$ cat config.mk
export PLATFORM = sky130hd
export DESIGN_NAME = caf_freq_step_gen_flat
export DESIGN_NICKNAME = d
export VERILOG_FILES = /design/src/rtl/caf_pkg.sv /design/src/rtl/caf_freq_step_gen_if.sv /design/src/rtl/caf_step_mult.sv /design/src/rtl/caf_freq_step_gen.sv /design/src/flat_wrapper.sv
export SDC_FILE = /design/constraint.sdc
export NUM_CORES = 1
export LEC_CHECK = 0
export ABC_AREA = 1
export BUFFER_PORTS_ARGS = -buffer_cell sky130_fd_sc_hd__buf_2
export CAP_MARGIN = 20
export CORE_MARGIN = 2
export CORE_UTILIZATION = 45
export DETAILED_ROUTE_END_ITERATION = 16
export GPL_ROUTABILITY_DRIVEN = 1
export PLACE_DENSITY = 0.7
export SYNTH_ARGS = -nofsm -noshare
export SYNTH_HDL_FRONTEND = slang
export SYNTH_SLANG_ARGS = --single-unit
$ cat constraint.sdc
create_clock -name clk -period 3.4 [get_ports clk]
set_clock_uncertainty 0.1 [all_clocks]
set_input_delay 0.85 -clock clk [delete_from_list [all_inputs] [get_ports clk]]
set_output_delay 0.85 -clock clk [all_outputs]
set_load 0.01 [all_outputs]
$ cat src/rtl/caf_pkg.sv
// Shared state encoding and sizing helpers for the caf frequency-step generator.
package caf_pkg;

  typedef enum logic [2:0] {
    ST_IDLE    = 3'd0,
    ST_KICK    = 3'd1,
    ST_COMPUTE = 3'd2,
    ST_PRESENT = 3'd3,
    ST_DONE    = 3'd4
  } caf_fs_state_t;

  // Slot that receives a zero offset; offsets grow symmetrically away from it.
  function automatic int caf_centre(input int foas);
    return (foas - 1) >> 1;
  endfunction

  // One guard bit above the step width so each add exposes its carry.
  function automatic int caf_acc_width(input int phase_bits);
    return phase_bits + 1;
  endfunction

endpackage

$ cat src/rtl/caf_freq_step_gen_if.sv
// Frequency-step handshake between the step generator (master) and caf (slave).
interface caf_freq_step_gen_if #(
  parameter int phase_bits        = 10,
  parameter int foas_counter_bits = 3
);
  logic                         freq_step_req;
  logic [foas_counter_bits-1:0] freq_step_index;
  logic                         freq_step_advance;
  logic [phase_bits-1:0]        freq_step;
  logic                         freq_step_valid;
  logic                         neg_shift;

  modport master (
    input  freq_step_req, freq_step_index,
    output freq_step_advance, freq_step, freq_step_valid, neg_shift
  );

  modport slave (
    output freq_step_req, freq_step_index,
    input  freq_step_advance, freq_step, freq_step_valid, neg_shift
  );
endinterface

$ cat src/rtl/caf_step_mult.sv
// Iterative add-accumulate multiplier: product = operand * count, one add per cycle.
// CAF_FREQ_STEP_SATURATE_EN defined: overflowing products clamp to all-ones instead of wrapping.
module caf_step_mult
  import caf_pkg::*;
#(
  parameter int phase_bits = 10,
  parameter int count_bits = 3
) (
  input  logic                  clk,
  input  logic                  rst,
  input  logic                  start,
  input  logic [phase_bits-1:0] operand,
  input  logic [count_bits-1:0] count,
  output logic [phase_bits-1:0] product,
  output logic                  overflow,
  output logic                  ready
);
  localparam int ACC_W = caf_acc_width(phase_bits);

  logic [phase_bits-1:0] acc_r, acc_cur_s, acc_nxt_s;
  logic [count_bits-1:0] rem_r, rem_cur_s, rem_nxt_s;
  logic                  ovf_r, ovf_cur_s, ovf_nxt_s;
  logic [ACC_W-1:0]      sum_s;

  // start restarts from zero in the same cycle, so a one-add product is ready immediately
  always_comb begin
    acc_cur_s = start ? {phase_bits{1'b0}} : acc_r;
    rem_cur_s = start ? count : rem_r;
    ovf_cur_s = start ? 1'b0 : ovf_r;
    sum_s     = {1'b0, acc_cur_s} + {1'b0, operand};
    if (rem_cur_s != {count_bits{1'b0}}) begin
      acc_nxt_s = sum_s[phase_bits-1:0];
      ovf_nxt_s = ovf_cur_s | sum_s[phase_bits];
      rem_nxt_s = rem_cur_s - count_bits'(1);
    end else begin
      acc_nxt_s = acc_cur_s;
      ovf_nxt_s = ovf_cur_s;
      rem_nxt_s = rem_cur_s;
    end
  end

  // Accumulator state
  always_ff @(posedge clk) begin
    if (rst) begin
      acc_r <= {phase_bits{1'b0}};
      rem_r <= {count_bits{1'b0}};
      ovf_r <= 1'b0;
    end else begin
      acc_r <= acc_nxt_s;
      rem_r <= rem_nxt_s;
      ovf_r <= ovf_nxt_s;
    end
  end

  assign ready    = (rem_cur_s <= count_bits'(1));
  assign overflow = ovf_nxt_s;
`ifdef CAF_FREQ_STEP_SATURATE_EN
  assign product  = ovf_nxt_s ? {phase_bits{1'b1}} : acc_nxt_s;
`else
  assign product  = acc_nxt_s;
`endif

endmodule

$ cat src/rtl/caf_freq_step_gen.sv
// Sequencer that kicks caf into init and then presents one symmetric offset per FOA slot.
// Saturation of overflowing offsets is selected by CAF_FREQ_STEP_SATURATE_EN (see caf_step_mult).
module caf_freq_step_gen
  import caf_pkg::*;
#(
  parameter int phase_bits        = 10,
  parameter int foas              = 3,
  parameter int foas_counter_bits = 3
) (
  input  logic                  clk,
  input  logic                  rst,
  input  logic                  start,
  input  logic [phase_bits-1:0] freq_res,
  caf_freq_step_gen_if.master   fs,
  output logic                  busy,
  output logic                  done,
  output logic                  overflow
);
  localparam logic [foas_counter_bits-1:0] CENTRE_K = foas_counter_bits'(caf_centre(foas));
  localparam logic [foas_counter_bits-1:0] LAST_K   = foas_counter_bits'(foas - 1);

  caf_fs_state_t                state_r;
  logic [foas_counter_bits-1:0] k_r;
  logic [phase_bits-1:0]        res_r;
  logic                         first_r;
  logic                         advance_r, valid_r, neg_r, busy_r, done_r, ovf_r;
  logic [phase_bits-1:0]        step_r;

  logic [foas_counter_bits-1:0] dist_s;
  logic                         present_ok_s, mult_start_s, mult_ovf_s, mult_ready_s;
  logic [phase_bits-1:0]        mult_product_s;

  // Slot distance from centre and the caf-side acceptance condition
  always_comb begin
    dist_s       = (k_r >= CENTRE_K) ? (k_r - CENTRE_K) : (CENTRE_K - k_r);
    present_ok_s = (fs.freq_step_index == k_r) && (fs.freq_step_req || (k_r == LAST_K));
    mult_start_s = (state_r == ST_COMPUTE) && first_r;
  end

  caf_step_mult #(
    .phase_bits (phase_bits),
    .count_bits (foas_counter_bits)
  ) u_mult (
    .clk      (clk),
    .rst      (rst),
    .start    (mult_start_s),
    .operand  (res_r),
    .count    (dist_s),
    .product  (mult_product_s),
    .overflow (mult_ovf_s),
    .ready    (mult_ready_s)
  );

  // Sequencer FSM with registered outputs; pulses default low every cycle
  always_ff @(posedge clk) begin
    if (rst) begin
      state_r   <= ST_IDLE;
      k_r       <= {foas_counter_bits{1'b0}};
      res_r     <= {phase_bits{1'b0}};
      first_r   <= 1'b0;
      advance_r <= 1'b0;
      valid_r   <= 1'b0;
      neg_r     <= 1'b0;
      busy_r    <= 1'b0;
      done_r    <= 1'b0;
      ovf_r     <= 1'b0;
      step_r    <= {phase_bits{1'b0}};
    end else begin
      advance_r <= 1'b0;
      valid_r   <= 1'b0;
      done_r    <= 1'b0;
      first_r   <= 1'b0;
      case (state_r)
        ST_IDLE: begin
          if (start) begin
            res_r     <= freq_res;
            k_r       <= {foas_counter_bits{1'b0}};
            ovf_r     <= 1'b0;
            advance_r <= 1'b1;
            busy_r    <= 1'b1;
            state_r   <= ST_KICK;
          end
        end
        ST_KICK: begin
          first_r <= 1'b1;
          state_r <= ST_COMPUTE;
        end
        ST_COMPUTE: begin
          if (mult_ready_s) begin
            step_r  <= mult_product_s;
            neg_r   <= (k_r < CENTRE_K);
            ovf_r   <= ovf_r | mult_ovf_s;
            state_r <= ST_PRESENT;
          end
        end
        ST_PRESENT: begin
          // Valid and advance surface in the cycle after caf is seen ready for slot k
          if (present_ok_s) begin
            valid_r <= 1'b1;
            if (k_r < LAST_K) begin
              advance_r <= 1'b1;
              k_r       <= k_r + foas_counter_bits'(1);
              first_r   <= 1'b1;
              state_r   <= ST_COMPUTE;
            end else begin
              state_r <= ST_DONE;
            end
          end
        end
        ST_DONE: begin
          done_r  <= 1'b1;
          busy_r  <= 1'b0;
          state_r <= ST_IDLE;
        end
        default: begin
          busy_r  <= 1'b0;
          state_r <= ST_IDLE;
        end
      endcase
    end
  end

  assign fs.freq_step_advance = advance_r;
  assign fs.freq_step_valid   = valid_r;
  assign fs.freq_step         = step_r;
  assign fs.neg_shift         = neg_r;
  assign busy                 = busy_r;
  assign done                 = done_r;
  assign overflow             = ovf_r;

endmodule
$ cat src/flat_wrapper.sv
// flat-port wrapper written by rule: the top's interface ports become plain ports
module caf_freq_step_gen_flat import caf_pkg::*;
#(
  parameter int phase_bits        = 10,
  parameter int foas              = 3,
  parameter int foas_counter_bits = 3
)
  (clk, rst, start, freq_res, busy, done, overflow, fs_freq_step_req, fs_freq_step_index, fs_freq_step_advance, fs_freq_step, fs_freq_step_valid, fs_neg_shift);
  caf_freq_step_gen_if #(.phase_bits(phase_bits), .foas_counter_bits(foas_counter_bits)) fs_i ();
  input  logic clk;
  input  logic rst;
  input  logic start;
  input  logic [phase_bits-1:0] freq_res;
  output logic busy;
  output logic done;
  output logic overflow;
  input wire logic [$bits(fs_i.freq_step_req)-1:0] fs_freq_step_req;
  input wire logic [$bits(fs_i.freq_step_index)-1:0] fs_freq_step_index;
  output wire logic [$bits(fs_i.freq_step_advance)-1:0] fs_freq_step_advance;
  output wire logic [$bits(fs_i.freq_step)-1:0] fs_freq_step;
  output wire logic [$bits(fs_i.freq_step_valid)-1:0] fs_freq_step_valid;
  output wire logic [$bits(fs_i.neg_shift)-1:0] fs_neg_shift;
  assign fs_i.freq_step_req = fs_freq_step_req;
  assign fs_i.freq_step_index = fs_freq_step_index;
  assign fs_freq_step_advance = fs_i.freq_step_advance;
  assign fs_freq_step = fs_i.freq_step;
  assign fs_freq_step_valid = fs_i.freq_step_valid;
  assign fs_neg_shift = fs_i.neg_shift;
  caf_freq_step_gen #(.phase_bits(phase_bits), .foas(foas), .foas_counter_bits(foas_counter_bits)) u_core (.clk(clk), .rst(rst), .start(start), .freq_res(freq_res), .fs(fs_i), .busy(busy), .done(done), .overflow(overflow));
endmodule
==> key figures <==
Outcome
  • Status: finished, final reports clean

Global routing
  • First-pass GRT wire length: 9.63 mm
  • Total GRT Usage: 19.1%
  • Vias in the first global route: 2232
  • GRT overflow: 0
  • Initial antenna violation count: 0
  • Pin count of the biggest net entering global routing: 25

Timing
  • Max Slew Vio Count: 0
  • Worst-margin pin slew: 0.658 ns
  • Fin crit period: 2.92 ns
  • Final Hold Viols: 0
  • Setup TNS: 0 ns
  • Number of setup violations in the final report: 0
  • RSZ-0062 raised after global routing: false
  • Period utilization: 86.0%
  • Slew HR: 56.1%
  • Fmax: 0.342 GHz

Synthesis
  • Synthesized flop and latch total: 47
  • Cell Area, Synth: 2610 um^2
  • Syn_nets: 409
  • Yosys warnings: 0
  • Unique masters post-synth: 31
  • Seq/Total Area, Yosys: 36.0%
  • Syn Inst Count: 372
  • Syn Area/Cell: 7.03 um^2

Worst setup path
  • Crit path DAT: 3.06 ns
  • Slowest-stage cell, CP: ha_1
  • Data required, critical path: 3.53 ns
  • Critical path, cell by cell: inv_1 -> ha_1 -> inv_1 -> nor2_2 -> nand2_1 -> nand2_1 -> nand3_1 -> nand2_1 -> inv_1 -> ha_1 -> ha_1 -> inv_1 -> o21ai_0 -> nand2_1 -> a21oi_1
  • CP Class: flop to flop
  • CP Max Fanout: 13
  • CP endpoint kind: flop
  • Startpoint types: flop
  • Crit-path max cell delay: 0.44 ns

Finish
  • FF/Latch Area: 941 um^2
  • Share of cells above drive strength 1: 14.7%
  • Ant diodes: 0
  • Finished Layout Cells: 474
  • Layout Area Growth over Synthesis: 11.4%
  • Area of the multi-input gates: 1400 um^2
  • Fin util: 52.2%
  • Filler Cell Count: 578
  • Layout Nets: 439

Die
  • Total core area: 5570 um^2
  • Num ports: 33
  • Die width: 80.2 um
  • Num rows: 27
  • Die footprint: 6430 um^2
  • Initial Utilization: 46.9%
  • Die Span Y: 80.2 um

Placed design
  • Detailed Place HPWL: 4.10 mm
  • RePlAce Congestion: 0.841
  • # port buffers: 32
  • Placed instance count: 467

Clocking
  • Number of CTS-inserted buffers: 5
  • Clock Latency Late Sink: 0.30 ns
  • CTS root buffer: clkbuf_8
  • CTS max path bufs: 2
  • Post-CTS Setup Repair Bufs: 0
  • Max H-tree Level: 2
  • Hold_buf cts: 0
  • Post-cts resize count: 0
  • Reg clk slew, reported paths: 0.09 ns
  • Sinks on Clock Net: 47
  • CTS tree: built

Detailed routing
  • Final ANT Viol Nets: 0
  • DR vias/cell: 4.76
  • Wire length per cell: 11.7 um
  • DRC viols: 0
  • WL final: 5.53 mm
  • First-pass DRT Iterations: 4
  • Vias: 2257
  • Initial drt markers: 75

Power and ir drop
  • Tot Pwr: 0.00192 W
  • Pwr Density: 658 nW/um^2
  • Largest vdd supply drop: 296 uV
  • Cell leakage power: 1.51 nW

Job
  • Max Cap Violations: 0

Min path
  • Hold WC Path Type: flop to flop
==> power by group <==
group          switching, W  leakage, nW  total, W  internal (W)
combinational      0.000555         1.08  0.000859      0.000305
clock              0.000185       0.0440  0.000326      0.000141
sequential        0.0000592        0.384  0.000730      0.000671
total              0.000799         1.51   0.00192       0.00112
==> kinds of logic (layout without fill, tap and decap cells) <==
logic type | count (synthesis) | after routing | share of synthesized area, %
buf+inv | 71 | 101 | 10.5
fa+ha+maj | 20 | 20 | 9.86
xor+xnor | 8 | 8 | 2.68
compound gates | 66 | 66 | 13.5
simple gates | 160 | 160 | 27.4
flops | 47 | 47 | 36.0
==> through the flow <==
step	hold WS, ns	setup WS, ns	area [um^2]
floorplan	0.328	0.891	2610
global placement	0.345	0.593	2830
detailed placement	0.344	0.486	2830
CTS	0.356	0.461	2910
global route	0.381	0.137	2910
finish	0.354	0.476	2910
==> cells in the mapped netlist <==
library cell,number,area [um^2]
nand2_1,86,323
inv_1,57,214
dfxtp_1,47,941
a21oi_1,34,170
nor2_1,31,116
o21ai_0,23,115
ha_1,19,238
nand3_1,19,95.1
clkbuf_1,8,30.0
xor2_1,8,70.1
and2_1,4,25.0
nand4_1,4,25.0
o21a_1,4,30.0
inv_2,3,11.3
nand2_2,3,18.8
nand3_2,2,20.0
nor2_2,2,12.5
nor2_4,2,22.5
nor3_1,2,10.0
nor4_1,2,12.5
o21ai_2,2,17.5
a21oi_2,1,8.76
buf_1,1,3.75
buf_2,1,5.00
buf_6,1,11.3
fa_1,1,20.0
nand2_4,1,11.3
nand3_4,1,17.5
o21ai_1,1,5.00
o21bai_1,1,7.51
or2_2,1,6.26
==> cell usage in the layout (no fill, tap or decap) <==
cell      Yosys  routed
nor4_1        2       2
o21a_1        4       4
nand2_2       3       3
clkinv_4      0       1
nor2_4        2       2
nand2_1      86      86
clkinv_2      0       1
nor2_1       31      31
o21ai_0      23      23
inv_2         3       3
dfxtp_1      47      47
fa_1          1       1
o21ai_2       2       2
nand3_4       1       1
buf_4         0       2
nand4_1       4       4
a21oi_2       1       1
ha_1         19      19
nor2_2        2       2
clkbuf_8      0       5
nand2_4       1       1
buf_2         1      32
o21ai_1       1       1
xor2_1        8       8
or2_2         1       1
nand3_2       2       2
nand3_1      19      19
inv_1        57      57
a21oi_1      34      34
o21bai_1      1       1
and2_1        4       4
nor3_1        2       2
==> final cells by class <==
class / count / share of cell area (%)
multi-input cells: 254 / 48.0
clock inverters: 2 / 0.473
flip-flops and latches: 47 / 32.3
repair buffers: 34 / 6.02
inverters: 60 / 7.74
clock buffers: 5 / 2.36
well taps: 72 / 3.09
==> layer usage <==
metal | wire, um | up-vias | global-route usage [%] | share of wire [%]
met2 | 2650 | 19 | 33.5 | 48
li1 | - | 1231 | - | -
met1 | 2680 | 1001 | 23.5 | 48
met3 | 131 | 6 | 4.16 | 2.4
met4 | 69 | 0 | 5.59 | 1.2
met5 | 0 | - | 0 | 0
==> critical path, delay by kind of cell, from the launching register on <==
family | cells | cell delay (ns)
compound gates | 2 | 0.43
fa+ha+maj | 3 | 0.84
buf+inv | 4 | 0.61
flops | 1 | 0.42
simple gates | 6 | 0.44
==> worst paths after layout <==
path,start,to,slack [ns],cells after the start
min reg2reg,u_core.res_r[2],u_core.res_r[2],0.35,2
min,u_core.res_r[2],u_core.res_r[2],0.35,2
max reg2reg,u_core.k_r[1],u_core.fs.freq_step[7],0.48,15
max,u_core.k_r[1],u_core.fs.freq_step[7],0.48,15
==> registers in the layout (all words and copies together) (netlist names), 3 cells and up <==
register             flops
u_core.u_mult.acc_r     10
u_core.k_r               3
u_core.u_mult.rem_r      3
u_core.res_r            10
u_core.state_r           3
u_core.fs.freq_step     10
(Power assumes the default switching activity.)
